<file path="src/rtl/fifo_uart_tx.sv">
// UART transmitter draining a show-ahead byte FIFO: start, 8 data LSB first, optional parity, 1-2 stop bits.
// Latency: start bit appears on tx the cycle after the pop; frame lasts (9+PARITY_EN+STOP_BITS) x N clocks.
// Backpressure: pops only when idle or on the last stop cycle with tx_enable high and FIFO non-empty; frames never stall.
module fifo_uart_tx #(
    parameter int PARITY_EN  = 0,
    parameter int PARITY_ODD = 0,
    parameter int STOP_BITS  = 1
) (
    input  logic        clock,
    input  logic        reset_n,
    input  logic        tx_enable,
    input  logic [15:0] baud_div,
    input  logic        fifo_empty,
    input  logic [7:0]  fifo_data,
    output logic        fifo_read_enable,
    output logic        tx,
    output logic        busy,
    output logic        frame_done
);

    typedef enum logic [2:0] {
        S_IDLE,
        S_START,
        S_DATA,
        S_PARITY,
        S_STOP
    } state_t;

    localparam logic [3:0] LAST_STOP  = 4'(STOP_BITS - 1);
    localparam logic       HAS_PARITY = (PARITY_EN != 0);
    localparam logic       ODD_PARITY = (PARITY_ODD != 0);

    state_t      state_q, state_d;
    logic [7:0]  shift_q, shift_d;
    logic        par_q, par_d;
    logic [15:0] div_q, div_d;
    logic [15:0] baud_cnt_q, baud_cnt_d;
    logic [3:0]  bit_idx_q, bit_idx_d;
    logic        tx_q, tx_d;
    logic        busy_q, busy_d;
    logic        done_q, done_d;

    logic        launch;
    logic        pop;
    logic        bit_end;

    // Next-state logic: bit sequencing plus the launch/pop decision shared by idle and end-of-frame.
    always_comb begin
        state_d    = state_q;
        shift_d    = shift_q;
        par_d      = par_q;
        div_d      = div_q;
        baud_cnt_d = baud_cnt_q;
        bit_idx_d  = bit_idx_q;
        tx_d       = tx_q;

        // A pop is only requested where a new frame may legally start; done_q marks the
        // final stop cycle, which lets the next start bit follow with no idle gap.
        // Gating with reset_n keeps a byte from being popped and then thrown away.
        launch  = tx_enable & ~fifo_empty;
        pop     = reset_n & launch & ((state_q == S_IDLE) | done_q);
        bit_end = (baud_cnt_q == (div_q - 16'd1));

        if (state_q != S_IDLE) begin
            baud_cnt_d = bit_end ? 16'd0 : (baud_cnt_q + 16'd1);
        end

        case (state_q)
            S_IDLE: begin
                tx_d = 1'b1;
            end
            S_START: begin
                if (bit_end) begin
                    state_d   = S_DATA;
                    bit_idx_d = 4'd0;
                    tx_d      = shift_q[0];
                end
            end
            S_DATA: begin
                if (bit_end) begin
                    if (bit_idx_q == 4'd7) begin
                        bit_idx_d = 4'd0;
                        if (HAS_PARITY) begin
                            state_d = S_PARITY;
                            tx_d    = par_q;
                        end else begin
                            state_d = S_STOP;
                            tx_d    = 1'b1;
                        end
                    end else begin
                        // Current data bit always sits in shift_q[0].
                        bit_idx_d = bit_idx_q + 4'd1;
                        shift_d   = shift_q >> 1;
                        tx_d      = shift_q[1];
                    end
                end
            end
            S_PARITY: begin
                if (bit_end) begin
                    state_d   = S_STOP;
                    bit_idx_d = 4'd0;
                    tx_d      = 1'b1;
                end
            end
            S_STOP: begin
                if (bit_end) begin
                    if (bit_idx_q == LAST_STOP) begin
                        state_d   = S_IDLE;
                        bit_idx_d = 4'd0;
                        tx_d      = 1'b1;
                    end else begin
                        bit_idx_d = bit_idx_q + 4'd1;
                    end
                end
            end
            default: begin
                state_d = S_IDLE;
                tx_d    = 1'b1;
            end
        endcase

        // Launch overrides the end-of-frame return to idle; the byte, divisor and parity
        // are frozen here so later input changes cannot disturb the frame.
        if (pop) begin
            state_d    = S_START;
            shift_d    = fifo_data;
            par_d      = (^fifo_data) ^ ODD_PARITY;
            div_d      = (baud_div == 16'd0) ? 16'd1 : baud_div;
            baud_cnt_d = 16'd0;
            bit_idx_d  = 4'd0;
            tx_d       = 1'b0;
        end

        busy_d = (state_d != S_IDLE);
        done_d = (state_d == S_STOP) && (bit_idx_d == LAST_STOP) &&
                 (baud_cnt_d == (div_d - 16'd1));
    end

    // State and registered outputs; synchronous reset aborts any frame in flight.
    always_ff @(posedge clock) begin
        if (!reset_n) begin
            state_q    <= S_IDLE;
            shift_q    <= 8'd0;
            par_q      <= 1'b0;
            div_q      <= 16'd0;
            baud_cnt_q <= 16'd0;
            bit_idx_q  <= 4'd0;
            tx_q       <= 1'b1;
            busy_q     <= 1'b0;
            done_q     <= 1'b0;
        end else begin
            state_q    <= state_d;
            shift_q    <= shift_d;
            par_q      <= par_d;
            div_q      <= div_d;
            baud_cnt_q <= baud_cnt_d;
            bit_idx_q  <= bit_idx_d;
            tx_q       <= tx_d;
            busy_q     <= busy_d;
            done_q     <= done_d;
        end
    end

    assign fifo_read_enable = pop;
    assign tx               = tx_q;
    assign busy             = busy_q;
    assign frame_done       = done_q;

endmodule

</file>
<file path="config.mk">
export PLATFORM = sky130hd
export DESIGN_NAME = fifo_uart_tx
export DESIGN_NICKNAME = d
export VERILOG_FILES = /design/src/rtl/fifo_uart_tx.sv
export SDC_FILE = /design/constraint.sdc
export NUM_CORES = 1
export LEC_CHECK = 0
export CORE_MARGIN = 2
export CORE_UTILIZATION = 40
export DETAILED_ROUTE_END_ITERATION = 6
export GPL_ROUTABILITY_DRIVEN = 0
export PLACE_DENSITY = 0.7
export SYNTH_ARGS = -nofsm -noshare
export SYNTH_HDL_FRONTEND = slang
export SYNTH_SLANG_ARGS = --single-unit
export TNS_END_PERCENT = 30
</file>
<file path="constraint.sdc">
create_clock -name clock -period 6.5 [get_ports clock]
set_input_delay 0.975 -clock clock [delete_from_list [all_inputs] [get_ports clock]]
set_output_delay 0.975 -clock clock [all_outputs]
set_load 0.005 [all_outputs]
</file>
# After elaboration in Yosys (flattened, before gate mapping)
# Cells that the tools add are included.
# op_classes
mux	32
n_reduce_logical	13
n_bitwise	5
shift	0
n_eq_ne	14
n_mul	0
magnitude_cmp	0
add_sub_neg	4
div	0
# ops
operator	count
16-bit two-way mux	5
16-bit == test	2
8-bit two-way mux	4
16-bit by 1-bit subtractor with 16-bit output (second input constant)	2
4-bit two-way mux	6
3-bit two-way mux	7
16-bit by 1-bit adder with 16-bit output (second input constant)	1
16-bit zero test	1
3-bit inequality test (second input constant)	5
3-bit case mux with 5 select lines	1
4-bit case mux with 3 select lines	1
4-bit zero test	2
1-bit two-way mux	7
3-bit by 2-bit == test with 1-bit output (second input constant)	2
3-bit == test (second input constant)	2
3-bit nonzero test	2
5-bit AND reduction	1
4-bit by 1-bit adder with 4-bit output (second input constant)	1
4-bit by 3-bit == test with 1-bit output (second input constant)	1
1-bit case mux with 4 select lines	1
2-bit nonzero test	2
1-bit bitwise AND	3
3-bit by 1-bit == test with 1-bit output (second input constant)	1
3-bit zero test	1
6 further kinds	7
# word_totals
wordCells	76
out_inout_bits	4
input_bits	28
mem_bits_rw	0
register_bits	50
latchBits	0
memories	0
rom_bits	0

# Logic depth before layout (Yosys ltp)
# Gate-level depths: netlist of run 1.
# logic_depth
word_depth	8
ltp_mapped	18
depth_no_buf	14

# Worst setup path after synthesis of run 1
# OpenSTA, ideal clock, no wires.
# synth_path
path_kind	in2reg
from	input fifo_empty
to	register done_q, in the netlist frame_done
path_buffers	4
setup_ns	0.088
required_ns	6.412
path_slack_ns	1.179
arrival_ns	5.233
stages	17
path_cell_list	nand3b_1 > a21o_1 > clkbuf_1 > buf_1 > clkbuf_1 > buf_1 > mux2i_1 > ha_1 > or4b_2 > nor4_1 > xor2_1 > mux2i_1 > o22a_1 > o2111ai_1 > and4bb_2 > o2111ai_1 > nor4_2
# synth_via
elab_chain_cells	8
word_cells_on_any_way	14
cone_classes	add/sub: 1; eq/ne: 2; mux: 4; bitwise: 4; reduce/logical: 3
# synth_rtl
item	line	rtl
start, declared	13	input logic fifo_empty,
1-bit NOT *	60	launch = tx_enable & ~fifo_empty;
1-bit bitwise AND *	60	
1-bit bitwise AND * (2 in a row)	61	pop = reset_n & launch & ((state_q == S_IDLE) | done_q);
16-bit two-way mux, or another cell as far along	124	if (pop) begin
16-bit by 1-bit subtractor with 16-bit output, or another cell as far along	136	(baud_cnt_d == (div_d - 16'd1));
16-bit == test / 1-bit logical AND (equally long branches)	136, 135	
1-bit logical AND *	135	done_d = (state_d == S_STOP) && (bit_idx_d == LAST_STOP) &&
end signal, assigned	160	done_q <= done_d;
end, declared	41	logic done_q, done_d;
# Every way passes the cells marked *; elsewhere a longest branch is shown, timed or not.
# A chain may end at the register's enable or synchronous reset.

# Final worst setup path of run 1
# layout_path
from	input reset_n
to	register done_q, in the netlist frame_done
# layout_via
elab_chain_cells	6
word_cells_on_any_way	12
cone_classes	add/sub: 1; eq/ne: 2; mux: 4; bitwise: 2; reduce/logical: 3
# layout_rtl
item	line	rtl
start, declared	10	input logic reset_n,
1-bit bitwise AND (2 in a row)	61	
16-bit two-way mux, or another cell as far along	124	
16-bit by 1-bit subtractor with 16-bit output, or another cell as far along	136	
16-bit == test / 1-bit logical AND (equally long branches)	136, 135	
1-bit logical AND	135	
# Parallel ways exist; a longest one is shown, timed or not.

==> results of run 1 <==
[flip-flops by register name, indices dropped and copies added (netlist names)]
signal	flops
baud_cnt_q	16
div_q	16
shift_q	8
bit_idx_q	4
state_q	3
busy	1
frame_done	1
tx	1
[metrics by stage]
stage / util (%) / instances / total power [uW] / area [um^2]
4_1_cts: 45.30 / 671 / 819.5 / 4593
5_1_grt: 45.30 / 671 / 855.3 / 4593
6_report: 45.30 / 671 / 821.0 / 4593
3_3_place_gp: 43.90 / 663 / 544.0 / 4451
2_1_floorplan: - / 532 / 485.7 / 4120
3_5_place_dp: 43.90 / 663 / 548.6 / 4451
[layout by cell type (no fill, tap or decap), types with 4 or more instances in the layout]
cell and instances:
a211oi_1 11, a21oi_1 17, a31oi_1 9, and3_1 6, clkbuf_8 6, clkdlybuf4s50_1 31, dfxtp_1 50, ha_1 5
inv_1 16, mux2i_1 22, nand2_1 32, nand2b_1 8, nand3_1 12, nand4_1 16, nor2_1 71, nor3_1 16
nor4_1 14, nor4b_1 4, o2111ai_1 5, o211ai_1 7, o21ai_0 12, o31ai_1 5, o41ai_1 4, or2_2 5
or3_1 12, or4_1 5, or4b_2 4, xnor2_1 27, xor2_1 24
[cell usage after synthesis (5+ instances only)]
cell       instances  area (um^2)
a211oi_1          11        82.58
nand3_1           12        60.06
mux2i_1           22        220.2
nand4_1           16        100.1
or2_2              5        31.28
a21oi_1           17        85.08
or4_1              5        37.54
o31ai_1            5        37.54
o211ai_1           7        52.55
nor2_1            71        266.5
inv_1             16        60.06
dfxtp_1           50         1001
nand2b_1           8        50.05
nor3_1            16        80.08
clkbuf_1          25        93.84
xnor2_1           27        236.5
ha_1               5        62.56
a31oi_1            9        56.30
and3_1             6        37.54
or3_1             12        75.07
o2111ai_1          5        43.79
nand2_1           32        120.1
nor4_1            14        87.58
buf_2              6        30.03
xor2_1            24        210.2
o21ai_0           12        60.06
[cell families after synthesis]
logic type / Yosys count
compound gates: 110
xor+xnor: 52
fa+ha+maj: 5
buf+inv: 55
flops: 50
mux: 24
simple gates: 236
[critical path, stage by stage]
cell	delay, ns
clkdlybuf4s50_1	0.40
buf_4	0.17
nand3b_1	0.17
a21o_2	0.13
buf_4	0.51
mux2i_1	0.33
ha_1	0.26
or4b_2	0.68
a2111oi_0	0.63
a31oi_1	0.11
xor2_1	0.23
nor3_1	0.15
a32oi_1	0.09
nor2_1	0.11
o2111ai_1	0.15
nor4_2	0.30
[where the power goes]
group	switching [uW]	total (uW)	internal, uW
clock network	108	273	164
registers	13.5	327	313
logic	127	221	94.7
total	249	821	572
[area by class of cell]
type | count | area share [%]
clock buffers | 6 | 1.798
clock inverters | 2 | 1.308
inverters | 17 | 1.389
multi-input cells | 427 | 62.93
flip-flops and latches | 50 | 21.79
well taps | 136 | 3.705
repair buffers | 33 | 7.083
[per-layer routing]
layer | up-vias | GRT usage, % | part of all wire (%)
li1 | 1976 | - | -
met1 | 1958 | 31.31 | 44
met2 | 237 | 34.65 | 44
met3 | 35 | 3.649 | 9.3
met4 | 0 | 6.767 | 2.7
met5 | - | 0 | 0
[how the worst max path moves through the flow]
stage | from | end | cells past startpoint
5_1_grt | reset_n | frame_done$_SDFF_PN0_ | 16
4_1_cts | reset_n | frame_done$_SDFF_PN0_ | 16
6_report | reset_n | frame_done$_SDFF_PN0_ | 16
3_5_place_dp | reset_n | frame_done$_SDFF_PN0_ | 16
2_1_floorplan | fifo_empty | frame_done$_SDFF_PN0_ | 17
3_3_place_gp | reset_n | frame_done$_SDFF_PN0_ | 16
==> impl_metrics.ini, run 1 <==
[sta]
fin_skew_ns = 0.006941
finalCritPeriodShare_pct = 79.81
rsz0062_at_grt = no
finalMaxSlewViolations = 0
period_minus_slack_ns = 5.188
whs_ns = 0.5007
hold_viol_final = 0
setup_viol = 0
fmax_mhz = 192.8
max-slew-margin-rel_pct = 26.30
tns_ns = 0
fin_ws_ns = 1.312
worst_pin_slew_ns = 1.095

[grt]
grt_max_degree = 56
grt_pass1_vias = 3817
grt_pass1_wl_um = 19910
overflow = 0
antenna_found_initial = 0
grt_use_total_pct = 22.19

[drt]
vias = 4206
post_drt_wl_per_cell_um = 18.52
wirelength_um = 12430
ant_nets = 0
firstDrtPassIters = 5
via_per_inst = 6.268
drc_errors = 0
drtIter0Drc = 565

[critical_path]
worstRegToRegCells = 14
required_ns = 6.72
rrSetupSlack_ns = 1.51
cp-start-kind = primary input
rr_startpoint = state_q[2]$_SDFF_PN0_
timing.rr.end = frame_done$_SDFF_PN0_
cp.arrival_ns = 5.41
path_max_fanout = 55
crit_path_end_kind = flip-flop
worstSetupPathType = in -> reg

[floorplanning]
floorplan.initialDensity_pct = 40.64
rows = 37
dieArea_mm2 = 0.01113
die_x_um = 105.5
boundaryPins = 32
core_mm2 = 0.01014
die_h_um = 105.5

[place]
portBuffers = 31
hpwl_um = 9525
pre_cts_ws_ns = 1.034

[clock_network]
post_cts_buffers = 0
cts_resized = 0
cts_tree = done
h-tree-depth = 2
root_buffer = clkbuf_8
cts_hold_buf = 0
cts-buffers-inserted = 5
path_clk_slew_ns = 0.09
clock-sinks = 50
cts_buffer_depth = 2
clk_latency_ns = 0.31

[logic_synthesis]
netlist_instances = 532
synthAdderAreaFrac_pct = 1.518
avgSynthCellArea_um2 = 7.745
synth_xor_area_share_pct = 11.39
yosysUniqueCellTypes = 78
synth-compound-area-share_pct = 19.62
muxShareOfSynthArea_pct = 5.891
synth-seq-cells = 50
ys_async_sr_fraction_pct = 0
synth_edf_count = 0
yosysWarnings = 0
syn_area_mm2 = 0.004120
synth_top_family_by_area = simple AND/OR/NAND/NOR gates
synth_nets = 565
ys_seq_area_share_pct = 24.29
ys.flop_type = dfxtp_1
synthSimpleGateAreaFrac_pct = 31.70

[worst_hold_path]
hold_depth = 2
whs_endpoint = shift_q[1]$_SDFFE_PN0P_
worstHoldStart = shift_q[2]$_SDFFE_PN0P_
hold_class = reg -> reg

[status]
status = completed

[final_layout]
seqCellArea_mm2 = 0.001001
fillers = 990
multi_input_comb_area_mm2 = 0.002890
n_antenna_cell = 0
drive_above_1_share_pct = 7.850
nets = 567
area_growth_pct = 11.48

[flow_run]
cap_violations = 0

[power_and_ir_drop]
power.density_mw_per_mm2 = 178.7
p_leak_uw = 0.001695
peakVddDrop_mv = 0.08275
No activity file was read; power rests on OpenSTA's default activity.
==> run 2, diff against run 1 <==
- clock period: 6.5 -> 5 ns (I/O delays scaled with it)
==> run 2 against run 1 <==
  * Critical path depth shrank 1
  * First-iteration DRC count shrank 26%
  * Non-clock buffer count grew 6
  * Register-to-register slack lost 0.80 ns
  * Sequential power grew 30%
  * Flip-flop and latch count is the same
  * Via count is essentially flat
  * Total power grew 23%
  * Critical endpoint unchanged
  * Largest power group unchanged
  * Highest routed layer unchanged
==> impl_metrics.ini, run 2 (synthesis results as in run 1) <==
[status]
status = completed

[drt]
drc_errors = 0
via_per_inst = 6.210
vias = 4204
ant_nets = 0
firstDrtPassIters = 5
drtIter0Drc = 420
post_drt_wl_per_cell_um = 18.40
wirelength_um = 12460

[clock_network]
h-tree-depth = 2
clock-sinks = 50
cts_hold_buf = 0
post_cts_buffers = 0
clk_latency_ns = 0.32
cts-buffers-inserted = 5
root_buffer = clkbuf_8
path_clk_slew_ns = 0.10
cts_buffer_depth = 2
cts_tree = done
cts_resized = 0

[sta]
fmax_mhz = 220.0
setup_viol = 0
period_minus_slack_ns = 4.546
tns_ns = 0
fin_skew_ns = 0.01475
whs_ns = 0.4898
finalCritPeriodShare_pct = 90.92
rsz0062_at_grt = no
hold_viol_final = 0
finalMaxSlewViolations = 0
worst_pin_slew_ns = 0.9299
max-slew-margin-rel_pct = 38.01

[floorplanning]
rows = 37
floorplan.initialDensity_pct = 40.64
die_h_um = 105.5
core_mm2 = 0.01014
boundaryPins = 32
die_x_um = 105.5
dieArea_mm2 = 0.01113

[final_layout]
design_area_mm2 = 0.004606
drive_above_1_share_pct = 8.688
final_common_cell = nor2_1
n_antenna_cell = 0
nets = 573
area_growth_pct = 11.78
fillers = 1008
multi_input_comb_area_mm2 = 0.002890
largestRegisters = baud_cnt_q: 16 flops, div_q: 16 flops, shift_q: 8 flops
seqCellArea_mm2 = 0.001001
layout_common_cells = nor2_1 (71), dfxtp_1 (50), nand2_1 (32)
finalNonFillerCells = 677
final_util_pct = 45.43

[place]
place_inst = 669
hpwl_um = 9607
portBuffers = 31
placed_area_mm2 = 0.004496

[grt]
grt_max_degree = 34
gr-usage-met2_pct = 34.79
grt_use_total_pct = 22.21
grt_pass1_vias = 3910
antenna_found_initial = 0
groute.layer.met1.usage_pct = 30.15
grt-busiest-layer = met2
overflow = 0
use_met3_pct = 4.453
grt_pass1_wl_um = 20160

[worst_hold_path]
hold_class = reg -> reg

[critical_path]
crit_family = simple AND/OR/NAND/NOR gates
path_max_fanout = 6
max_stage_delay_ns = 0.59
required_ns = 5.24
critPathBufInv = 2
cp-start-kind = primary input
cp.arrival_ns = 4.79
crit_path_end_kind = flip-flop
cpMaxStageDelayCell = or4_1
crit_chain = clkdlybuf4s50_1 > or4_1 > nor4_1 > o31a_1 > inv_1 > ha_1 > or4b_2 > or3_1 > nand3_1 > a21o_1 > a2111oi_0 > o211ai_1 > a32oi_1 > o2111ai_1 > nor4_2
worstSetupPathType = in -> reg

[power_and_ir_drop]
p_leak_uw = 0.001705
peakVddDrop_mv = 0.1211
power.density_mw_per_mm2 = 218.6

[flow_run]
cap_violations = 0
## run 2: cell types whose count changed in the layout (fill, tap and decap cells not counted)
cell / previous run / this run
clkbuf_8: 6 / 5
clkinvlp_4: 0 / 1
clkbuf_1: 0 / 1
buf_4: 2 / 8
bufinv_16: 2 / 1
## run 2: power by group
part           total [uW]  internal [uW]  switching [uW]
registers             424            408            16.6
clock network         293            150             143
logic                 290            126             164
## run 2: layer usage
metal,vias up,part of all wire [%]
li1,1987,-
met1,1972,44
met2,208,44
met3,37,8.3
met4,0,3.5
met5,-,0
## run 2: worst paths after layout
| kind | depth (start not counted) | to | slack (ns) | from |
|---|---|---|---|---|
| worst max-delay path | 15 | frame_done$_SDFF_PN0_ | 0.45 | baud_div[3] |
| worst min-delay path | 2 | shift_q[1]$_SDFFE_PN0P_ | 0.49 | shift_q[2]$_SDFFE_PN0P_ |
| worst max register to register | 14 | frame_done$_SDFF_PN0_ | 0.71 | state_q[2]$_SDFF_PN0_ |
| worst min register to register | 2 | shift_q[1]$_SDFFE_PN0P_ | 0.49 | shift_q[2]$_SDFFE_PN0P_ |
## run 2: layout make-up
type                            instances  area share [%]
Tap cell                              136           3.695
Clock inverter                          2          0.8150
Sequential cell                        50           21.73
Inverter                               17           1.385
Timing Repair Buffer                   39           8.041
Multi-Input combinational cell        427           62.75
Clock buffer                            6           1.576
## run 2: per-stage QoR
step                      power, uW  setup WS [ns]
after floorplan               631.5        0.03272
after global placement        707.1         0.4426
after detailed placement      712.9         0.2144
after CTS                      1006         0.5388
after global routing           1054        0.06281
final                          1007         0.4538
## run 2: worst register-to-register path: stages (launching register included)
cell,delay [ns]
dfxtp_1,0.50
or3_1,0.44
a21o_2,0.26
o31a_1,0.30
inv_1,0.08
ha_1,0.23
or4b_2,0.71
or3_1,0.36
nand3_1,0.16
nand3_1,0.10
a2111oi_0,0.39
o211ai_1,0.13
a32oi_1,0.25
o2111ai_1,0.16
nor4_2,0.15
